==> config.mk <==
export PLATFORM = sky130hd
export DESIGN_NAME = mtr_pwm_drv
export DESIGN_NICKNAME = d
export VERILOG_FILES = /design/src/rtl/mtr_pkg.sv /design/src/rtl/pwm_deadband.sv /design/src/rtl/mtr_pwm_drv.sv
export SDC_FILE = /design/constraint.sdc
export NUM_CORES = 1
export LEC_CHECK = 0
export ABC_AREA = 1
export CAP_MARGIN = 20
export CORE_UTILIZATION = 65
export DETAILED_ROUTE_END_ITERATION = 6
export DONT_BUFFER_PORTS = 1
export GPL_ROUTABILITY_DRIVEN = 0
export PLACE_DENSITY_LB_ADDON = 0.1
export SYNTH_ARGS = -nofsm -noshare
export SYNTH_HDL_FRONTEND = slang
export SYNTH_SLANG_ARGS = --single-unit
export TNS_END_PERCENT = 10
==> constraint.sdc <==
create_clock -name clk -period 3.6 [get_ports clk]
set_clock_uncertainty 0.1 [all_clocks]
set_input_delay 0.36 -clock clk [delete_from_list [all_inputs] [get_ports clk]]
set_output_delay 0.36 -clock clk [all_outputs]
set_load 0.03 [all_outputs]
==> src/rtl/mtr_pkg.sv <==
// Shared types and constants for the motor PWM drive.
package mtr_pkg;

  localparam int unsigned PWM_W = 11;

  typedef logic [PWM_W-1:0] duty_t;

  localparam duty_t DUTY_MID = 11'h400;
  localparam int    SPD_MAX  = 1023;
  localparam int    SPD_MIN  = -1024;

  // Clamp a signed 12-bit speed to the PWM range, then offset so zero speed is 50% duty.
  function automatic duty_t sat_duty(input logic [11:0] spd);
    int spd_i;
    spd_i = int'($signed(spd));
    if (spd_i > SPD_MAX) begin
      spd_i = SPD_MAX;
    end else if (spd_i < SPD_MIN) begin
      spd_i = SPD_MIN;
    end
    return duty_t'(spd_i + int'(DUTY_MID));
  endfunction

endpackage

==> src/rtl/pwm_deadband.sv <==
// Complementary bridge driver: both sides low for DEAD_CYC cycles after every raw edge.
module pwm_deadband #(
  parameter int unsigned DEAD_CYC = 32
) (
  input  logic clk,
  input  logic rst_n,
  input  logic raw,
  input  logic kill,
  output logic PWM1,
  output logic PWM2
);

  localparam int unsigned DCNT_W = 8;

  logic              raw_q;
  logic [DCNT_W-1:0] dcnt;
  logic [DCNT_W-1:0] dcnt_nxt_c;
  logic              pwm1_nxt_c;
  logic              pwm2_nxt_c;

  // Dead counter restarts on a raw edge; outputs are driven one cycle ahead of dcnt reaching DEAD_CYC.
  always_comb begin
    dcnt_nxt_c = dcnt;
    pwm1_nxt_c = 1'b0;
    pwm2_nxt_c = 1'b0;
    if (raw != raw_q) begin
      dcnt_nxt_c = '0;
    end else if (dcnt != DCNT_W'(DEAD_CYC)) begin
      dcnt_nxt_c = dcnt + DCNT_W'(1);
    end
    if (!kill && (dcnt_nxt_c == DCNT_W'(DEAD_CYC))) begin
      pwm1_nxt_c = raw;
      pwm2_nxt_c = ~raw;
    end
  end

  // State and registered outputs.
  always_ff @(posedge clk or negedge rst_n) begin
    if (!rst_n) begin
      raw_q <= 1'b0;
      dcnt  <= '0;
      PWM1  <= 1'b0;
      PWM2  <= 1'b0;
    end else begin
      raw_q <= raw;
      dcnt  <= dcnt_nxt_c;
      PWM1  <= pwm1_nxt_c;
      PWM2  <= pwm2_nxt_c;
    end
  end

endmodule

==> src/rtl/mtr_pwm_drv.sv <==
// Motor PWM back end: period counter, speed saturation, shadowed duty, dead-banded
// H-bridge drive per side. Over-current shutdown is built when MTR_OVR_I_SHTDWN_EN is defined.
module mtr_pwm_drv
  import mtr_pkg::*;
#(
  parameter int unsigned DEAD_CYC  = 32,
  parameter int unsigned BLANK_CYC = 128,
  parameter int unsigned OVR_LIMIT = 8
) (
  input  logic        clk,
  input  logic        rst_n,
  input  logic [11:0] lft_spd,
  input  logic [11:0] rght_spd,
  input  logic        OVR_I_lft,
  input  logic        OVR_I_rght,
  output logic        lft_PWM1,
  output logic        lft_PWM2,
  output logic        rght_PWM1,
  output logic        rght_PWM2,
  output logic        PWM_synch,
  output logic        OVR_I_shtdwn
);

  logic [PWM_W-1:0] cnt;
  logic             synch_c;
  duty_t            lft_duty_q;
  duty_t            rght_duty_q;
  logic             lft_raw_c;
  logic             rght_raw_c;
  logic             shtdwn_nxt_c;

  assign synch_c    = (cnt == '1);
  assign lft_raw_c  = (cnt < lft_duty_q);
  assign rght_raw_c = (cnt < rght_duty_q);

  // Free-running period counter and period-end pulse.
  always_ff @(posedge clk or negedge rst_n) begin
    if (!rst_n) begin
      cnt       <= '0;
      PWM_synch <= 1'b0;
    end else begin
      cnt       <= cnt + PWM_W'(1);
      PWM_synch <= (cnt == PWM_W'(2046));
    end
  end

  // Duty shadows take new speeds only at the period boundary.
  always_ff @(posedge clk or negedge rst_n) begin
    if (!rst_n) begin
      lft_duty_q  <= DUTY_MID;
      rght_duty_q <= DUTY_MID;
    end else if (synch_c) begin
      lft_duty_q  <= sat_duty(lft_spd);
      rght_duty_q <= sat_duty(rght_spd);
    end
  end

`ifdef MTR_OVR_I_SHTDWN_EN
  logic       seen_lft;
  logic       seen_rght;
  logic [3:0] ovr_cnt;
  logic [3:0] ovr_cnt_inc_c;
  logic       blank_ok_c;

  assign blank_ok_c = (cnt >= PWM_W'(BLANK_CYC));

  // Shutdown is decided combinationally so the bridge drops on the same cycle the flag rises.
  always_comb begin
    ovr_cnt_inc_c = ovr_cnt + 4'd1;
    shtdwn_nxt_c  = OVR_I_shtdwn;
    if (synch_c && (seen_lft || seen_rght) && (ovr_cnt_inc_c == 4'(OVR_LIMIT))) begin
      shtdwn_nxt_c = 1'b1;
    end
  end

  // Per-period over-current capture, consecutive-period count and sticky shutdown.
  always_ff @(posedge clk or negedge rst_n) begin
    if (!rst_n) begin
      seen_lft     <= 1'b0;
      seen_rght    <= 1'b0;
      ovr_cnt      <= '0;
      OVR_I_shtdwn <= 1'b0;
    end else begin
      OVR_I_shtdwn <= shtdwn_nxt_c;
      if (synch_c) begin
        seen_lft  <= 1'b0;
        seen_rght <= 1'b0;
        ovr_cnt   <= (seen_lft || seen_rght) ? ovr_cnt_inc_c : 4'd0;
      end else begin
        if (OVR_I_lft && lft_PWM1 && blank_ok_c) begin
          seen_lft <= 1'b1;
        end
        if (OVR_I_rght && rght_PWM1 && blank_ok_c) begin
          seen_rght <= 1'b1;
        end
      end
    end
  end
`else
  logic unused_ovr_c;

  assign shtdwn_nxt_c = 1'b0;
  assign OVR_I_shtdwn = 1'b0;
  assign unused_ovr_c = &{1'b0, OVR_I_lft, OVR_I_rght, PWM_W'(BLANK_CYC), 4'(OVR_LIMIT)};
`endif

  pwm_deadband #(
    .DEAD_CYC (DEAD_CYC)
  ) u_lft_db (
    .clk   (clk),
    .rst_n (rst_n),
    .raw   (lft_raw_c),
    .kill  (shtdwn_nxt_c),
    .PWM1  (lft_PWM1),
    .PWM2  (lft_PWM2)
  );

  pwm_deadband #(
    .DEAD_CYC (DEAD_CYC)
  ) u_rght_db (
    .clk   (clk),
    .rst_n (rst_n),
    .raw   (rght_raw_c),
    .kill  (shtdwn_nxt_c),
    .PWM1  (rght_PWM1),
    .PWM2  (rght_PWM2)
  );

endmodule

; ---- Word level (Yosys, flattened, before mapping)
; Index checks and enable logic that the tools add are counted.
[word_totals]
reg_bits = 56
n_memories = 0
ram_bits = 0
word_cells = 47
in_bits = 28
mem_bits_ro = 0
latch_bits = 0
[op_classes]
addsub = 5
muxes = 14
div_mod_pow = 0
eq_ne = 8
n_reduce_logical = 0
shifts = 0
bitwise = 2
magnitude_cmp = 6
multipliers = 0
[op_table]
columns = operator, n
row1 = $mux 11, 6
row2 = $mux 8, 4
row3 = $gt 12x11->1 const B, 2
row4 = $lt 12x11->1 const B, 2
row5 = $add 11x11->11 const B, 2
row6 = $eq 11x11->1 const B, 2
row7 = $lt 11x11->1, 2
row8 = $add 8x1->8 const B, 2
row9 = $eq 8x6->1 const B, 2
row10 = $ne 8x6->1 const B, 2
row11 = $add 11x1->11 const B, 1
row12 = $mux 1, 4
row13 = $ne 1x1->1, 2
row14 = $not 1->1, 2

; ---- Longest topological paths before layout
[logic_depth]
depth_word = 5
depth_mapped = 15

; ---- By module
; A second synthesis with hierarchy kept.
[unflattened]
hier_cells = 488
area_unflattened_um2 = 3617.2
[modules_own_cells]
columns = module, cells_each, seq_area_each_um2, n_inst, area_each_um2
row1 = mtr_pwm_drv, 300, 853.3, 1, 2245.9
row2 = pwm_deadband, 94, 275.3, 2, 685.7

; ---- Least setup slack after synthesis
; Ideal clock, no wire load.
[synth_timing]
kind = register -> register
start = reg rght_duty_q[10]
end = reg u_rght_db.PWM1
path_stages_with_launch = 13
t_arrival_ns = 1.696
setup_ns = 0.072
period_less_slack_ns = 1.868
path_slack_ns = 1.732
path_cell_list = dfstp_2 > inv_1 > ha_1 > a21o_1 > nor2_1 > nand3_1 > nand2_1 > nand2_1 > nand2_1 > nand2_1 > inv_1 > nand2_1 > nor2_1
[synth_via]
elab_chain_len = 5
[synth_lines]
columns = element, line
row1 = from (decl), mtr_pwm_drv.sv:27  ; duty_t rght_duty_q;
row2 = from (signal assigned), mtr_pwm_drv.sv:54  ; rght_duty_q <= sat_duty(rght_spd);
row3 = $lt 11x11->1 (*), mtr_pwm_drv.sv:34  ; assign rght_raw_c = (cnt < rght_duty_q);
row4 = $ne 1x1->1, pwm_deadband.sv:26  ; if (raw != raw_q) begin
row5 = $mux 8, pwm_deadband.sv:26
row6 = $eq 8x6->1, pwm_deadband.sv:31  ; if (!kill && (dcnt_nxt_c == DCNT_W'(DEAD_CYC))) begin
row7 = $mux 1 (*), pwm_deadband.sv:31
row8 = via u_rght_db.pwm1_nxt_c, pwm_deadband.sv:18  ; logic pwm1_nxt_c;
row9 = to (signal assigned), pwm_deadband.sv:47  ; PWM1 <= pwm1_nxt_c;
row10 = to (decl), pwm_deadband.sv:9  ; output logic PWM1,
; Mark *: on every way through the listed nets, which the timed path passes. The rest lies on a longest branch.
; A chain may end at the register's enable or synchronous reset.

; ---- Final worst setup path
[layout_timing]
start = reg cnt[1]
end = reg lft_duty_q[7]
[layout_via]
elab_chain_len = 1
[layout_lines]
columns = element, line
row1 = from (decl), mtr_pwm_drv.sv:24  ; logic [PWM_W-1:0] cnt;
row2 = from (signal assigned), mtr_pwm_drv.sv:42  ; cnt <= cnt + PWM_W'(1);
row3 = $eq 11x11->1, mtr_pwm_drv.sv:32  ; assign synch_c = (cnt == '1);
row4 = to (signal assigned), mtr_pwm_drv.sv:53  ; lft_duty_q <= sat_duty(lft_spd);
row5 = to (decl), mtr_pwm_drv.sv:26  ; duty_t lft_duty_q;
; No other way between the ends.

==> reports/summary.md <==
The run finished with clean final reports. For this run, the total global-route usage over all layers was measured as 22.8%. The synthesized netlist contains 26 unique library cells.

Fmax: 0.419 GHz. The proportion of layout cells with a drive suffix above 1 was 3.17%. The highest fanout seen on the critical path works out to 44.

The sequential fraction of the synthesis area came out at 44.8%. 0 antenna diodes ended up in the layout. The final clock period utilization by the worst path came out at 66.3%. The total DRC errors in the routed layout was 0.

For the post-cts gate resize count, the log shows 0. TritonCTS built the clock tree. After detailed routing, the average wire length per cell comes to 12.1 microns. The logs give 1400 sq um for the sequential cell area and 0.221 mV for the worst IR drop on VDD. By area the synthesized netlist is led by dfrtp_1, ha_1, inv_1. The total overflow left after global routing is 0.

The cts-stage hold buffer count is 2. The layout has 357 filler cells. Summed over its instances, the top area cell type makes up 43.1% of the synthesized netlist area. Entering global routing, the biggest net connects 57 pins. The multi-input logic area is 1430 sq um, and the post-synthesis net count is 427. The clock tree synthesis step divided the H-tree into 2 levels. The final max-slew violation count is 0. The tree is rooted in a clkbuf_8. The number of buffers added by the clock tree synthesis step was 5; the relative area change from synthesis to final layout was 5.07%. Counting flops with a built-in enable in the synthesized netlist gives 0. Startpoint of the worst setup timing path: cnt[1]$_DFF_PN0_. The final count of hold timing violations is 0, and the worst reg2reg path depth is 6.

The first-pass GRT wire length is 9.25 mm, and the detail-routed via count per cell is 5.28. The worst hold path begins at rght_spd[11]. For the pin with the worst max-slew slack, the measured transition is 663 ps. Worst min-delay path endpoint: rght_duty_q[10]$_DFFE_PN1N_. The initial antenna violation count came out at 0. The die height is 71.5 microns. The number of global-route vias before repair was 2193. Measured along the x axis, the die boundary spans 71.5 microns. Violation count after the first detailed-route iteration: 107.

The kind of critical path was reg -> reg. The initialized floorplan defines 24 standard-cell rows. The analysis attributes to cell leakage a power of 1.94 nW. STA classifies the critical path endpoint as a flip-flop. Setup repair after global routing left no endpoint under its margin.

A synthesized cell averages 8.41 sq um. The dominant cell by count in the synthesized netlist was inv_1. The logs give 55.6% for the worst max-slew margin expressed relative to the limit and 1210 ps for the slack of the worst reg-to-reg path. The maximum buffer depth of the clock tree is 2, and the final hold slack is 10.0 ps.

The ratio of total power to cell area works out to 315 nW/um^2. The worst min-delay path category was in -> reg. In this run the count of I/O pins placed on the die edge is 34.

Setup violations remaining at the end of the flow were counted as 0. After synthesis the cells add up to 3140 sq um. Once the floorplan was initialized, standard cells occupied 69.6% of the core. The core region is 4500 sq um. Most used flip-flop cell after synthesis: dfrtp_1. Once detail routing completed, the nets flagged for antenna violations numbered 0.

Port buffering added 0 buffers. Summed over all failing endpoints, the final setup total negative slack is 0 ps. The clock latency reported for the late side of the worst-skew pair is 300 ps, and the final critical-path required period is 2390 ps. For the cell count after synthesis, the log shows 373.

In this run the critical register-to-register path is captured at lft_duty_q[7]$_DFFE_PN0N_. The number of synthesized register bits is 56, and the clock-pin slew reported for the worst setup and hold paths after clock tree synthesis is 90 ps. The first detailed-routing pass ran for 4 iterations. The area of the die was 5110 sq um; the required time reported for the critical path endpoint was 3670 ps. dfrtp_1 takes more of the synthesized area than any other cell. The routed layout has 2271 vias. For the final routed wirelength across all metal layers, the log shows 5.22 mm.

Sorting the synthesized cells by how often they occur yields inv_1, nand2_1, dfrtp_1. The worst setup path is launched from a flip-flop. The wire-length estimate of the detail-placed layout is 3.97 mm. The clock drives 56 sinks. Number of buffers inserted to repair setup after CTS: 0. For this run, the post-layout net count is 431.

The depth of the worst hold-timing path is 1. The tools report the startpoint of the worst register-to-register path as cnt[1]$_DFF_PN0_. During synthesis, Yosys emitted a total of 0 warnings. The async set-reset flop share out of synthesis was 100%. The count of max-cap constraint violations came out at 0. Data on the critical path arrives at its endpoint at 2460 ps.
## routing by layer
layer	wire (microns)	track usage [%]	part of all wire, %	vias up
met4	55	5.66	1.1	0
li1	-	-	-	1194
met1	2520	29.7	48	1022
met5	0	0	0	-
met3	209	4.64	4.0	5
met2	2440	39.3	47	50
## sequential cells by signal, indices dropped and copies added (netlist names)
| signal | count |
|---|---|
| PWM_synch | 1 |
| cnt | 11 |
| lft_duty_q | 11 |
| rght_duty_q | 11 |
| u_lft_db.PWM1 | 1 |
| u_lft_db.PWM2 | 1 |
| u_lft_db.dcnt | 8 |
| u_lft_db.raw_q | 1 |
| u_rght_db.PWM1 | 1 |
| u_rght_db.PWM2 | 1 |
| u_rght_db.dcnt | 8 |
| u_rght_db.raw_q | 1 |
## per-stage QoR
step	worst slack [ps]	cell area, sq um	util (%)	power [mW]	std cells
2_1_floorplan	1730	3140	-	0.683	373
3_3_place_gp	1290	3170	70.3	0.688	420
3_5_place_dp	1250	3170	70.3	0.691	420
4_1_cts	1220	3300	73.2	1.05	430
5_1_grt	968	3300	73.2	1.08	430
6_report	1210	3300	73.2	1.04	430
## critical path, cell delays in order (launching register included)
cell	delay (ps)
dfrtp_1	450
ha_1	220
inv_1	90
nor4_4	400
nand4_4	530
a211oi_1	410
a21oi_1	70
## report_power, final
part | internal (mW) | switching [mW] | leakage (nW)
Sequential | 0.637 | 0.00209 | 0.653
Clock | 0.157 | 0.187 | 0.0455
Combinational | 0.0171 | 0.0370 | 1.24
Total | 0.812 | 0.226 | 1.94
## final cells by class
cell class | instances | share of cell area (%)
clock buffers | 8 | 2.73
repair buffers | 2 | 1.14
flip-flops and latches | 56 | 42.6
inverters | 72 | 8.20
well taps | 52 | 1.97
multi-input cells | 240 | 43.4
## worst max path at each step
stage                                      to  slack (ps)  cells past startpoint
floorplan            u_rght_db.PWM1$_DFF_PN0_        1730                     12
global placement    lft_duty_q[9]$_DFFE_PN0N_        1290                      6
detailed placement  lft_duty_q[7]$_DFFE_PN0N_        1250                      6
CTS                 lft_duty_q[7]$_DFFE_PN0N_        1220                      6
global route        lft_duty_q[7]$_DFFE_PN0N_         970                      6
finish              lft_duty_q[7]$_DFFE_PN0N_        1210                      6
## cell families (layout without fill, tap and decap cells)
logic type / after synthesis / count (layout) / synth area share, %
AND/OR/NAND/NOR: 137 / 137 / 19.3
buffers and inverters: 77 / 82 / 9.69
flip-flops: 56 / 56 / 44.8
AO/OA/AOI/OAI: 54 / 54 / 9.65
adder cells (fa/ha/maj): 26 / 26 / 10.4
XOR/XNOR: 22 / 22 / 6.14
other: 1 / 1 / 0.120
## layout by cell type (no fill, tap or decap), drive strengths merged
cell type,n
nand2,66
clkbuf,8
inv,72
xor2,16
ha,26
dlygate4sd3,1
nand4,8
a21oi,26
conb,1
dfrtp,54
dfstp,2
o21a,1
nand3,21
and3b,1
xnor2,6
buf,1
o21ai,15
nor2,36
nor3,3
a21o,2
nor4,2
a211oi,10
(Power assumes the default switching activity.)
